File: src/rtl/instruction_fetch_stage_pkg.sv
// ----------------------------------------------------------------------------
// instruction_fetch_stage_pkg
//   Shared definitions for the instruction fetch stage: fetch FSM state
//   encoding, the default reset fetch address, the NOP pattern placed in an
//   empty IF/ID slot, and the instruction word size in bytes.
// ----------------------------------------------------------------------------
package instruction_fetch_stage_pkg;

   typedef enum logic [1:0] {
      ST_IDLE = 2'd0,   // one dead cycle after reset
      ST_REQ  = 2'd1,   // request presented to instruction memory
      ST_WAIT = 2'd2,   // request accepted, waiting for the response
      ST_HOLD = 2'd3    // response parked while ID is stalled
   } fetch_state_t;

   localparam logic [31:0] DEFAULT_RESET_PC  = 32'h0040_0000;  // text-segment base
   localparam logic [31:0] DEFAULT_NOP_INSTR = 32'h0000_0000;
   localparam int unsigned WORD_BYTES        = 4;

endpackage : instruction_fetch_stage_pkg

File: src/rtl/instruction_fetch_stage_ifid_register.sv
// ----------------------------------------------------------------------------
// instruction_fetch_stage_ifid_register
//   IF/ID pipeline register. Holds valid, pc, pc+4 and the instruction word.
//   Priority: reset > flush > load > consume > hold.
// Ports
//   clock, reset      rising-edge clock, synchronous active-high reset
//   load              capture load_pc / load_instr as a valid entry
//   flush             empty the slot (valid=0, instr=NOP)
//   consume           ID took the entry; empty the slot unless loading
//   load_pc           address of the instruction being loaded
//   load_instr        instruction word being loaded
//   valid             slot holds a real instruction
//   pc, pc_plus4      address of instr and that address + 4 (wrapping)
//   instr             instruction word, NOP when the slot is empty
// ----------------------------------------------------------------------------
module instruction_fetch_stage_ifid_register
   import instruction_fetch_stage_pkg::*;
#(
   parameter int unsigned           ADDR_W    = 32,
   parameter int unsigned           DATA_W    = 32,
   parameter logic [DATA_W-1:0]     NOP_INSTR = DATA_W'(DEFAULT_NOP_INSTR)
) (
   input  logic              clock,
   input  logic              reset,
   input  logic              load,
   input  logic              flush,
   input  logic              consume,
   input  logic [ADDR_W-1:0] load_pc,
   input  logic [DATA_W-1:0] load_instr,
   output logic              valid,
   output logic [ADDR_W-1:0] pc,
   output logic [ADDR_W-1:0] pc_plus4,
   output logic [DATA_W-1:0] instr
);

   // NOTE: state registers use non-blocking assignments so every flop samples
   // the pre-edge values of its inputs, independent of block ordering.
   always_ff @(posedge clock) begin
      if (reset) begin
         valid    <= 1'b0;
         pc       <= '0;
         pc_plus4 <= '0;
         instr    <= NOP_INSTR;
      end else if (flush) begin
         valid <= 1'b0;
         instr <= NOP_INSTR;
      end else if (load) begin
         valid    <= 1'b1;
         pc       <= load_pc;
         pc_plus4 <= load_pc + ADDR_W'(WORD_BYTES);  // wraps mod 2^ADDR_W
         instr    <= load_instr;
      end else if (consume) begin
         valid <= 1'b0;
         instr <= NOP_INSTR;
      end
   end

endmodule : instruction_fetch_stage_ifid_register

File: src/rtl/instruction_fetch_stage.sv
// ----------------------------------------------------------------------------
// instruction_fetch_stage
//   Fetch stage between the program counter and ID. Owns the fetch address,
//   keeps at most one instruction-memory request outstanding (valid/ready),
//   writes responses into the IF/ID register, and handles ID stall plus
//   branch/jump redirect with flush.
// Ports
//   clock, reset        rising-edge clock, synchronous active-high reset
//   redirect_valid/pc   taken branch/jump (1-cycle pulse) and its target
//   id_stall            ID cannot accept; IF/ID holds its contents
//   imem_req_valid/addr request to instruction memory (addr 0 when idle)
//   imem_req_ready      memory accepts the request this cycle
//   imem_rsp_valid/data instruction response, >=1 cycle after accept
//   ifid_valid/pc/pc_plus4/instr   IF/ID pipeline register contents
//   fetch_misalign      1-cycle pulse after a redirect with pc[1:0] != 0
// ----------------------------------------------------------------------------
module instruction_fetch_stage
   import instruction_fetch_stage_pkg::*;
#(
   parameter int unsigned       ADDR_W    = 32,
   parameter int unsigned       DATA_W    = 32,
   parameter logic [ADDR_W-1:0] RESET_PC  = ADDR_W'(DEFAULT_RESET_PC),
   parameter logic [DATA_W-1:0] NOP_INSTR = DATA_W'(DEFAULT_NOP_INSTR)
) (
   input  logic              clock,
   input  logic              reset,
   input  logic              redirect_valid,
   input  logic [ADDR_W-1:0] redirect_pc,
   input  logic              id_stall,
   output logic              imem_req_valid,
   output logic [ADDR_W-1:0] imem_req_addr,
   input  logic              imem_req_ready,
   input  logic              imem_rsp_valid,
   input  logic [DATA_W-1:0] imem_rsp_data,
   output logic              ifid_valid,
   output logic [ADDR_W-1:0] ifid_pc,
   output logic [ADDR_W-1:0] ifid_pc_plus4,
   output logic [DATA_W-1:0] ifid_instr,
   output logic              fetch_misalign
);

   fetch_state_t      state, state_next;
   logic [ADDR_W-1:0] fetch_pc, fetch_pc_next;
   logic              kill, kill_next;            // drop the in-flight response
   logic              hold_valid, hold_valid_next;
   logic [ADDR_W-1:0] hold_pc, hold_pc_next;
   logic [DATA_W-1:0] hold_instr, hold_instr_next;

   logic              req_handshake;
   logic              slot_free;
   logic              ifid_load;
   logic [ADDR_W-1:0] ifid_load_pc;
   logic [DATA_W-1:0] ifid_load_instr;

   assign imem_req_valid = (state == ST_REQ);
   assign imem_req_addr  = imem_req_valid ? fetch_pc : '0;
   assign req_handshake  = imem_req_valid && imem_req_ready;
   assign slot_free      = !ifid_valid || !id_stall;

   // NOTE: every signal written here gets a default first, so no path through
   // the block leaves a value unassigned and no latch is inferred.
   always_comb begin
      state_next      = state;
      fetch_pc_next   = fetch_pc;
      kill_next       = kill;
      hold_valid_next = hold_valid;
      hold_pc_next    = hold_pc;
      hold_instr_next = hold_instr;
      ifid_load       = 1'b0;
      ifid_load_pc    = fetch_pc;
      ifid_load_instr = imem_rsp_data;

      if (redirect_valid) begin
         // Redirect beats stall and any same-cycle response.
         fetch_pc_next   = {redirect_pc[ADDR_W-1:2], 2'b00};
         hold_valid_next = 1'b0;
         if ((state == ST_WAIT && !imem_rsp_valid) || req_handshake) begin
            // A stale request is still in flight: wait for it and throw it away.
            kill_next  = 1'b1;
            state_next = ST_WAIT;
         end else begin
            kill_next  = 1'b0;
            state_next = ST_REQ;
         end
      end else begin
         unique case (state)
            ST_IDLE: state_next = ST_REQ;
            ST_REQ: begin
               if (req_handshake) state_next = ST_WAIT;
            end
            ST_WAIT: begin
               if (imem_rsp_valid) begin
                  state_next = ST_REQ;
                  if (kill) begin
                     // fetch_pc already holds the redirect target.
                     kill_next = 1'b0;
                  end else if (slot_free) begin
                     ifid_load     = 1'b1;
                     fetch_pc_next = fetch_pc + ADDR_W'(WORD_BYTES);
                  end else begin
                     hold_valid_next = 1'b1;
                     hold_pc_next    = fetch_pc;
                     hold_instr_next = imem_rsp_data;
                     fetch_pc_next   = fetch_pc + ADDR_W'(WORD_BYTES);
                     state_next      = ST_HOLD;
                  end
               end
            end
            ST_HOLD: begin
               if (!id_stall) begin
                  ifid_load       = 1'b1;
                  ifid_load_pc    = hold_pc;
                  ifid_load_instr = hold_instr;
                  hold_valid_next = 1'b0;
                  state_next      = ST_REQ;
               end
            end
         endcase
      end
   end

   always_ff @(posedge clock) begin
      if (reset) begin
         state          <= ST_IDLE;
         fetch_pc       <= RESET_PC;
         kill           <= 1'b0;
         hold_valid     <= 1'b0;
         fetch_misalign <= 1'b0;
      end else begin
         state          <= state_next;
         fetch_pc       <= fetch_pc_next;
         kill           <= kill_next;
         hold_valid     <= hold_valid_next;
         fetch_misalign <= redirect_valid && (redirect_pc[1:0] != 2'b00);
      end
   end

   // NOTE: the hold buffer payload carries no reset; it is only ever read
   // while hold_valid is set, and hold_valid itself is reset.
   always_ff @(posedge clock) begin
      hold_pc    <= hold_pc_next;
      hold_instr <= hold_instr_next;
   end

   instruction_fetch_stage_ifid_register #(
      .ADDR_W    (ADDR_W),
      .DATA_W    (DATA_W),
      .NOP_INSTR (NOP_INSTR)
   ) u_ifid_register (
      .clock      (clock),
      .reset      (reset),
      .load       (ifid_load),
      .flush      (redirect_valid),
      .consume    (ifid_valid && !id_stall),
      .load_pc    (ifid_load_pc),
      .load_instr (ifid_load_instr),
      .valid      (ifid_valid),
      .pc         (ifid_pc),
      .pc_plus4   (ifid_pc_plus4),
      .instr      (ifid_instr)
   );

endmodule : instruction_fetch_stage

File: config.mk
export PLATFORM = sky130hd
export DESIGN_NAME = instruction_fetch_stage
export DESIGN_NICKNAME = d
export VERILOG_FILES = /design/src/rtl/instruction_fetch_stage_pkg.sv /design/src/rtl/instruction_fetch_stage_ifid_register.sv /design/src/rtl/instruction_fetch_stage.sv
export SDC_FILE = /design/constraint.sdc
export NUM_CORES = 1
export LEC_CHECK = 0
export CAP_MARGIN = 30
export CORE_MARGIN = 4
export CORE_UTILIZATION = 50
export CTS_BUF_LIST = sky130_fd_sc_hd__clkbuf_4 sky130_fd_sc_hd__clkbuf_8
export CTS_CLUSTER_SIZE = 16
export DETAILED_ROUTE_END_ITERATION = 6
export DONT_BUFFER_PORTS = 1
export GPL_ROUTABILITY_DRIVEN = 0
export SLEW_MARGIN = 20
export SYNTH_ARGS = -nofsm -noshare
export SYNTH_HDL_FRONTEND = slang
export SYNTH_HIERARCHICAL = 1
export SYNTH_SLANG_ARGS = --single-unit
File: constraint.sdc
create_clock -name clock -period 17.85 [get_ports clock]
set_clock_uncertainty 0.1 [all_clocks]
set_input_delay 3.57 -clock clock [delete_from_list [all_inputs] [get_ports clock]]
set_output_delay 3.57 -clock clock [all_outputs]
set_load 0.01 [all_outputs]
Yosys cells after proc, flatten, opt, wreduce, memory -nomap -nowiden --
Cells that the tools add are included.
Word-level totals: register bits 197, bits of input ports 70
Cells by class: add/sub/neg operators 2, equal/unequal tests 7, mux-type cells 32, bitwise logic cells 3, reductions and logical operators 21
Operator list (number):
- 32-bit 2-to-1 mux | 12
- 32-bit by 3-bit adder with 32-bit output, second input constant | 2
- 2-bit 2-to-1 mux | 7
- 1-bit 2-to-1 mux | 11
- 3-bit AND reduction | 3
- 2-bit one-hot mux with 4 select lines | 1
- 2-bit nonzero test | 4
- 3-bit != test, second input constant | 2
- 5-bit AND reduction | 1
- 2-bit equality test, second input constant | 2
- 1-bit logical AND | 4
- 2-bit AND reduction | 2
- 1-bit zero test | 3
- 3-bit by 2-bit != test with 1-bit output, second input constant | 1
- 1-bit NOT | 3
- 2-bit by 1-bit equality test with 1-bit output, second input constant | 1
- 2-bit zero test | 1
- 1-bit logical OR | 2
- 2-bit != test, second input constant | 1
- 1-bit one-hot mux with 2 select lines | 1
- 2-bit OR reduction | 1

Longest topological paths before layout --
Gate-level depths: netlist (run 1).
depth in word-level cells 8, gate-level depth with buffers 13, mapped depth without buffers 9

By module --
The synthesis (run 1) kept the hierarchy.
By module, submodules not included:
- instruction_fetch_stage | times used 1, cells an instance 449, area each 4948.5 µm², sequential area each 2542.4 µm²
- instruction_fetch_stage_ifid_register | times used 1, cells an instance 492, area each 4058.9 µm², sequential area each 1901.8 µm²

Worst setup path before layout (run 1) --
No wires, ideal clock.
path kind input to register, start in redirect_valid, end reg hold_instr[0] (enable), setup time 558 ps, data arrival time 8227 ps, slack 8965 ps, stages on the path 3, buffers on the path 2, cells stage by stage clkbuf_1 buf_1 nor3_1
On the way: cells in the longest elaborated chain, start to end 2
RTL lines:
- start, declared | line instruction_fetch_stage.sv:27 | input logic redirect_valid,
- 1-bit NOT (no source line)
- 5-bit AND reduction (no source line)
- end signal, assigned | line instruction_fetch_stage.sv:142 | hold_instr <= hold_instr_next;
- end, declared | line instruction_fetch_stage.sv:47 | logic [DATA_W-1:0] hold_instr, hold_instr_next;
No other way between the ends. A chain may end at the register's enable or synchronous reset.

Worst setup path in the final report (run 1) --
start in id_stall, end reg u_ifid_register.pc_plus4[29]
On the way: elaborated cells on any way between the ends 13, classes of those cells 1 x add/sub; 9 x mux; 3 x reduce/logical
RTL lines:
- start, declared | line instruction_fetch_stage.sv:29 | input logic id_stall,
- 32-bit 2-to-1 mux | line instruction_fetch_stage.sv:110 | if (!id_stall) begin
- 32-bit 2-to-1 mux | line instruction_fetch_stage.sv:86 | unique case (state)
- 32-bit 2-to-1 mux | line instruction_fetch_stage.sv:73 | if (redirect_valid) begin
- net ifid_load_pc[14] | line instruction_fetch_stage.sv:52 | logic [ADDR_W-1:0] ifid_load_pc;
- 32-bit by 3-bit adder with 32-bit output | line instruction_fetch_stage_ifid_register.sv:50 | pc_plus4 <= load_pc + ADDR_W'(WORD_BYTES);
- end signal, assigned | line instruction_fetch_stage_ifid_register.sv:50
- end, declared | line instruction_fetch_stage_ifid_register.sv:32 | output logic [ADDR_W-1:0] pc_plus4,
The timed path passes the listed nets, and every way through them passes these cells.

==> results by group, run 1 <==
Clocking
  • Later-pin clock latency in the skew report: 0.46 ns
  • Clock slew at reported path FFs: 0.10 ns
  • TritonCTS Buffers: 17
  • CTS tree: yes
  • Clock root cell: clkbuf_8
  • H-tree Lvls: 4
  • Postcts setup bufs: 0
  • CTS Sinks: 191
  • Clk buf depth: 2
  • # resized after CTS: 0
  • Hold buffers post-CTS: 0

GRT
  • Grt ovf: 0
  • Met3 Use GR: 0.0682
  • Met1 GRT Util: 0.326
  • Pin count of the biggest net entering global routing: 109
  • M2 GR Usage: 0.339
  • First-pass GRT wire length: 37,000 µm
  • Vias in the first global route: 6,720
  • Total track usage: 0.228
  • Initial antenna violation count: 0
  • Layer with the highest usage: met2

Worst setup path
  • Crit start category: primary input
  • CP most frequent cell: nor4_1
  • Worst path depth: 8
  • Crit path DAT: 6.38 ns
  • Crit. Startpoint: id_stall
  • Worst r2r dst: u_ifid_register/pc_plus4[29]$_SDFFE_PP0P_
  • Worst r2r path cells: 9
  • Worst-path maximum fanout: 32
  • CP peak stage delay: 0.91 ns
  • Critical Path Sink: u_ifid_register/pc_plus4[29]$_SDFFE_PP0P_
  • WP data required: 18.11 ns
  • Internal reg-to-reg setup slack: 14.30 ns
  • CP max stage cell: nor4_1
  • Crit. End Element: flip-flop
  • Cell breakdown of the critical path: nand2b_1 > nor2_4 > nand2_1 > o21ai_0 > nand4_1 > nor4_1 > a211oi_1 > nor4_1
  • Setup CP Type: primary input to flip-flop
  • CP delay by family, top: simple AND/OR/NAND/NOR gates
  • Worst Path Buf+Inv: 0
  • Worst R2R Start: state[0]$_SDFFE_PP0P_

Placement
  • Post-detail-place hpwl: 16,400 µm
  • Dpl cell area: 9040 µm²
  • IO Port Bufs: 0
  • Dpl ws: 11.28 ns
  • Inst Count DP: 1,101

Finish
  • Fillcell total: 1,602
  • Design area: 9430 µm²
  • Diode count: 0
  • Area delta synth->final: 4.65%
  • Fin util: 0.539
  • Nets: 974
  • Share of layout cells above drive strength 1: 0.128
  • Layout Cells excl Fill: 1,137

STA
  • Max Freq: 0.164 GHz
  • Final Hold Viols: 0
  • Max Transition Viols Final: 0
  • Post-route minimum period: 6.11 ns
  • Slew @ Worst Pin: 1.03 ns
  • Final setup margin: 11.74 ns
  • Setup TNS: 0 ns
  • RSZ-0062 raised after global routing: no
  • Fin crit share: 0.342
  • Final Setup Violations: 0
  • Slew HR: 0.309

Detailed routing
  • Routed WL per cell: 20.7 µm
  • DR vias/cell: 6.22
  • Final WL: 23,600 µm
  • Residual DRC count: 0
  • Vias: 7,075
  • Final antenna-violating net count: 0
  • DRT Pass-1 Iters: 6
  • DRT iter0 DRCs: 574

Synthesis
  • Post-synthesis adder-cell area fraction: 0.00695
  • Yosys top cell area share: 0.287
  • Synth warn: 6
  • Synth top area cells: dfxtp_1, edfxtp_1, mux2_2
  • Synth Flop Type: dfxtp_1
  • Mux cell area share after synthesis: 0.0749
  • Distinct cells, synth: 57
  • Share of synthesized registers carrying an async set or reset: 0
  • Count leader, synth: dfxtp_1
  • Register area share after synthesis: 0.493
  • Post-synth top area cell: dfxtp_1
  • Simple-Gate Fraction of Synth Area: 0.243
  • Synth Register Bits: 191
  • Largest family of logic cells by synthesized area: simple AND/OR/NAND/NOR gates
  • Number of synthesized flops with an enable pin: 62
  • Synth Area in XOR/XNOR: 0.0194
  • Synth Cell Area: 9010 µm²
  • Syn Inst Count: 941
  • Mean Syn Cell Area: 9.57 µm²
  • Synth cell count leaders: dfxtp_1, nand2_1, nor2_1
  • Compound-Gate Fraction of Synth Area: 0.117

Hold path
  • HP Class: flip-flop to flip-flop

Floorplan
  • Cell row count: 48
  • Number of primary I/O pins: 201
  • Core ar.: 17,500 µm²
  • Initial Util: 0.515
  • Die area: 20,200 µm²
  • Die X: 142 µm
  • Die height: 142 µm

Pwr
  • Static leakage: 2.96 nW
  • Cell Pwr Density: 84.0 nW/µm²
  • Worst vdd ir: 0.0452 mV

Job
  • # Max-Cap Violations: 0

Status
  • Status: completed
[routing by layer]
layer	share of wire	vias to the layer above
li1	-	3341
met1	0.46	3443
met2	0.44	268
met3	0.087	23
met4	0.011	0
met5	0	-
[flip-flops by register name, indices dropped and copies added, names as in the netlist]
register and count:
state 2, fetch_misalign 1, hold_instr 32, u_ifid_register/pc 32, kill 1, u_ifid_register/instr 32
u_ifid_register/pc_plus4 30, u_ifid_register/valid 1, hold_pc 30, fetch_pc 30
[worst min path at each step]
stage	from	to	slack, ns	cells after the start
floorplan	fetch_pc[4]$_SDFFE_PP0P_	hold_pc[4]$_DFFE_PP_	0.30	0
global placement	u_ifid_register/pc[2]$_SDFFE_PP0P_	u_ifid_register/pc[2]$_SDFFE_PP0P_	0.39	2
detailed placement	u_ifid_register/pc[31]$_SDFFE_PP0P_	u_ifid_register/pc[31]$_SDFFE_PP0P_	0.39	2
CTS	u_ifid_register/pc[31]$_SDFFE_PP0P_	u_ifid_register/pc[31]$_SDFFE_PP0P_	0.41	2
global route	u_ifid_register/pc[5]$_SDFFE_PP0P_	u_ifid_register/pc[5]$_SDFFE_PP0P_	0.42	2
finish	u_ifid_register/pc[31]$_SDFFE_PP0P_	u_ifid_register/pc[31]$_SDFFE_PP0P_	0.40	2
[metrics by stage]
step / hold WS (ns) / total power, mW
final: 0.404 / 0.792
after global routing: 0.421 / 0.826
after CTS: 0.406 / 0.798
after detailed placement: 0.393 / 0.533
after global placement: 0.389 / 0.531
after floorplan: 0.303 / 0.522
[worst register-to-register path, stage by stage (launching register included)]
cell	delay, ns
dfxtp_1	0.41
ha_1	0.20
nand2b_1	0.15
nor2_4	0.64
nand2_1	0.11
o21ai_0	0.23
nand4_1	0.24
nor4_1	0.91
a211oi_1	0.19
nor4_1	0.28
[cell usage in the layout, fill, tap and decap left out, types with 17 or more instances in the layout]
| cell | count |
|---|---|
| nor2_1 | 92 |
| and4_1 | 18 |
| nand4_1 | 21 |
| nand3_1 | 26 |
| nor4_1 | 19 |
| a311oi_1 | 22 |
| and2_1 | 31 |
| a21oi_1 | 74 |
| a211oi_1 | 25 |
| dfxtp_1 | 129 |
| clkbuf_8 | 17 |
| o21ai_0 | 19 |
| edfxtp_1 | 62 |
| nand2_1 | 105 |
| mux2_2 | 59 |
| nor3b_1 | 35 |
[area by class of cell]
class                   instances  area, µm²  area share
repair buffers                 12       90.1     0.00956
clock inverters                15        126      0.0134
inverters                      11       41.3     0.00438
flip-flops and latches        191       4440       0.471
well taps                     225        282      0.0299
multi-input cells             666       4210       0.447
clock buffers                  17        234      0.0248
[logic make-up after synthesis]
kind of cell,Yosys count
other,1
adders and majority gates,5
xor gates and xnor gates,20
DFF,191
buffers and inverters,87
and+or+nand+nor,410
AOI/OAI and AO/OA,167
muxes,60
[power breakdown]
part / switching [mW] / internal [mW]
sequential: 0.0156 / 0.455
clock: 0.166 / 0.101
combinational: 0.0331 / 0.0216
total: 0.214 / 0.578
(Power assumes the default switching activity.)
==> run 2: changes to the inputs <==
- PLACE_DENSITY: not set -> 0.68
- clock period: 17.85 -> 4.9 ns (I/O delays scaled with it)
==> results by group, run 2 (synthesized netlist as in run 1, its figures left out) <==
Status
  • Status: completed

Hold path
  • HP Class: flip-flop to flip-flop

GRT
  • Initial antenna violation count: 0 (unchanged)
  • Total track usage: 0.224 (-0.00400)
  • Grt ovf: 0 (unchanged)
  • Vias in the first global route: 6,356 (-5.4%)
  • Pin count of the biggest net entering global routing: 109 (unchanged)
  • First-pass GRT wire length: 36,100 µm (-2.5%)

Placement
  • IO Port Bufs: 0 (unchanged)
  • Dpl ws: 0.840 ns (-10.44 ns)
  • Inst Count DP: 1,102 (+0.091%)
  • Post-detail-place hpwl: 16,000 µm (-2.4%)

Worst setup path
  • WP data required: 5.16 ns (-12.95 ns)
  • Worst-path maximum fanout: 34 (+6.3%)
  • Crit path DAT: 3.83 ns (-2.55 ns)
  • Internal reg-to-reg setup slack: 1.33 ns (-12.97 ns)
  • Worst r2r path cells: 8 (-1)
  • Setup CP Type: primary input to flip-flop
  • Crit. End Element: flip-flop
  • Crit. Startpoint: id_stall
  • Crit start category: primary input
  • Worst R2R Start: state[0]$_SDFFE_PP0P_
  • Worst r2r dst: u_ifid_register/pc_plus4[21]$_SDFFE_PP0P_
  • Critical Path Sink: u_ifid_register/pc_plus4[21]$_SDFFE_PP0P_

Finish
  • Commonest non-fill, non-tap cells in the layout: dfxtp_1, nand2_1, nor2_1
  • Fillcell total: 1,629 (+1.7%)
  • Area delta synth->final: 4.95%
  • Fin util: 0.541 (+0.00150)
  • Nets: 976 (+0.21%)
  • Diode count: 0 (unchanged)
  • Layout Cells excl Fill: 1,139 (+0.18%)
  • Share of layout cells above drive strength 1: 0.130 (+0.00191)
  • Largest regs: hold_instr x32, u_ifid_register/instr x32, u_ifid_register/pc x32
  • Most common cell after layout, fill and taps aside: dfxtp_1

Detailed routing
  • DRT iter0 DRCs: 626 (+9.1%)
  • Vias: 6,897 (-2.5%)
  • DRT Pass-1 Iters: 5 (-1)
  • Final WL: 23,200 µm (-1.6%)
  • Residual DRC count: 0 (unchanged)
  • Routed WL per cell: 20.4 µm (-1.8%)
  • Final antenna-violating net count: 0 (unchanged)
  • DR vias/cell: 6.06 (-2.7%)

STA
  • Slew HR: 0.374 (+0.0656)
  • Slew @ Worst Pin: 0.938 ns (-0.0900 ns)
  • Final Hold Viols: 0 (unchanged)
  • Max Freq: 0.280 GHz
  • Post-route minimum period: 3.57 ns
  • Final setup margin: 1.33 ns (-10.41 ns)
  • Fin crit share: 0.729
  • RSZ-0062 raised after global routing: no
  • Final Setup Violations: 0 (unchanged)
  • Setup TNS: 0 ns (unchanged)
  • Max Transition Viols Final: 0 (unchanged)

Floorplan
  • Die area: 20,200 µm² (unchanged)
  • Core ar.: 17,500 µm² (unchanged)
  • Die X: 142 µm (unchanged)
  • Initial Util: 0.515 (unchanged)
  • Cell row count: 48 (unchanged)
  • Number of primary I/O pins: 201 (unchanged)
  • Die height: 142 µm (unchanged)

Clocking
  • Later-pin clock latency in the skew report: 0.46 ns (about the same)
  • H-tree Lvls: 4 (unchanged)
  • Clock slew at reported path FFs: 0.09 ns (about the same)
  • Hold buffers post-CTS: 0 (unchanged)
  • Postcts setup bufs: 0 (unchanged)
  • Clk buf depth: 2 (unchanged)
  • # resized after CTS: 0 (unchanged)
  • Clock root cell: clkbuf_8
  • CTS Sinks: 191 (unchanged)
  • TritonCTS Buffers: 17 (unchanged)
  • CTS tree: yes

Pwr
  • Cell Pwr Density: 306 nW/µm² (+260%)
  • Tot Pwr: 2.90 mW (+270%)
  • Static leakage: 2.98 nW (+0.62%)
  • Worst vdd ir: 0.170 mV (+270%)

Job
  • # Max-Cap Violations: 0 (unchanged)
run 2: through the flow:
step	cell area [µm²]	hold WS, ns
final	9450	0.400
after detailed placement	9050	0.389
after CTS	9420	0.402
after global routing	9450	0.417
after global placement	9050	0.384
after floorplan	9020	0.303
run 2: area by class of cell:
type	instances	area, µm²	area share
Multi-Input combinational cell	666	4220	0.446
Timing Repair Buffer	14	103	0.0109
Tap cell	225	282	0.0298
Inverter	11	41.3	0.00437
Clock inverter	12	111	0.0118
Sequential cell	191	4440	0.470
Clock buffer	20	256	0.0271
run 2: how the worst min path moves through the flow:
| stage | startpoint | end | slack (ns) | depth (start not counted) |
|---|---|---|---|---|
| 2_1_floorplan | fetch_pc[4]$_SDFFE_PP0P_ | hold_pc[4]$_DFFE_PP_ | 0.30 | 0 |
| 3_3_place_gp | u_ifid_register/pc[25]$_SDFFE_PP0P_ | u_ifid_register/pc[25]$_SDFFE_PP0P_ | 0.38 | 2 |
| 3_5_place_dp | u_ifid_register/pc[25]$_SDFFE_PP0P_ | u_ifid_register/pc[25]$_SDFFE_PP0P_ | 0.39 | 2 |
| 4_1_cts | u_ifid_register/pc[25]$_SDFFE_PP0P_ | u_ifid_register/pc[25]$_SDFFE_PP0P_ | 0.40 | 2 |
| 5_1_grt | u_ifid_register/pc[19]$_SDFFE_PP0P_ | u_ifid_register/pc[19]$_SDFFE_PP0P_ | 0.42 | 2 |
| 6_report | u_ifid_register/pc[19]$_SDFFE_PP0P_ | u_ifid_register/pc[19]$_SDFFE_PP0P_ | 0.40 | 2 |
run 2: metal layers:
metal	vias to the layer above	global-route usage	routed length (µm)
li1	3350	-	-
met1	3290	0.324	10800
met2	238	0.330	10300
met3	19	0.0645	1840
met4	0	0.0591	263
met5	-	0	0
run 2: power breakdown:
part	leakage (nW)	total [mW]	switching [mW]	internal, mW
logic	1.18	0.198	0.119	0.0787
registers	1.61	1.72	0.0573	1.66
clock network	0.184	0.983	0.561	0.422
total	2.98	2.90	0.738	2.16
run 2: worst max-delay path, stage by stage:
cell and delay (ns):
nand2b_1 0.22, nor2_4 0.68, mux2_2 0.38, and4_1 0.37, nand3_1 0.37, or4_1 0.57
a311oi_1 0.25
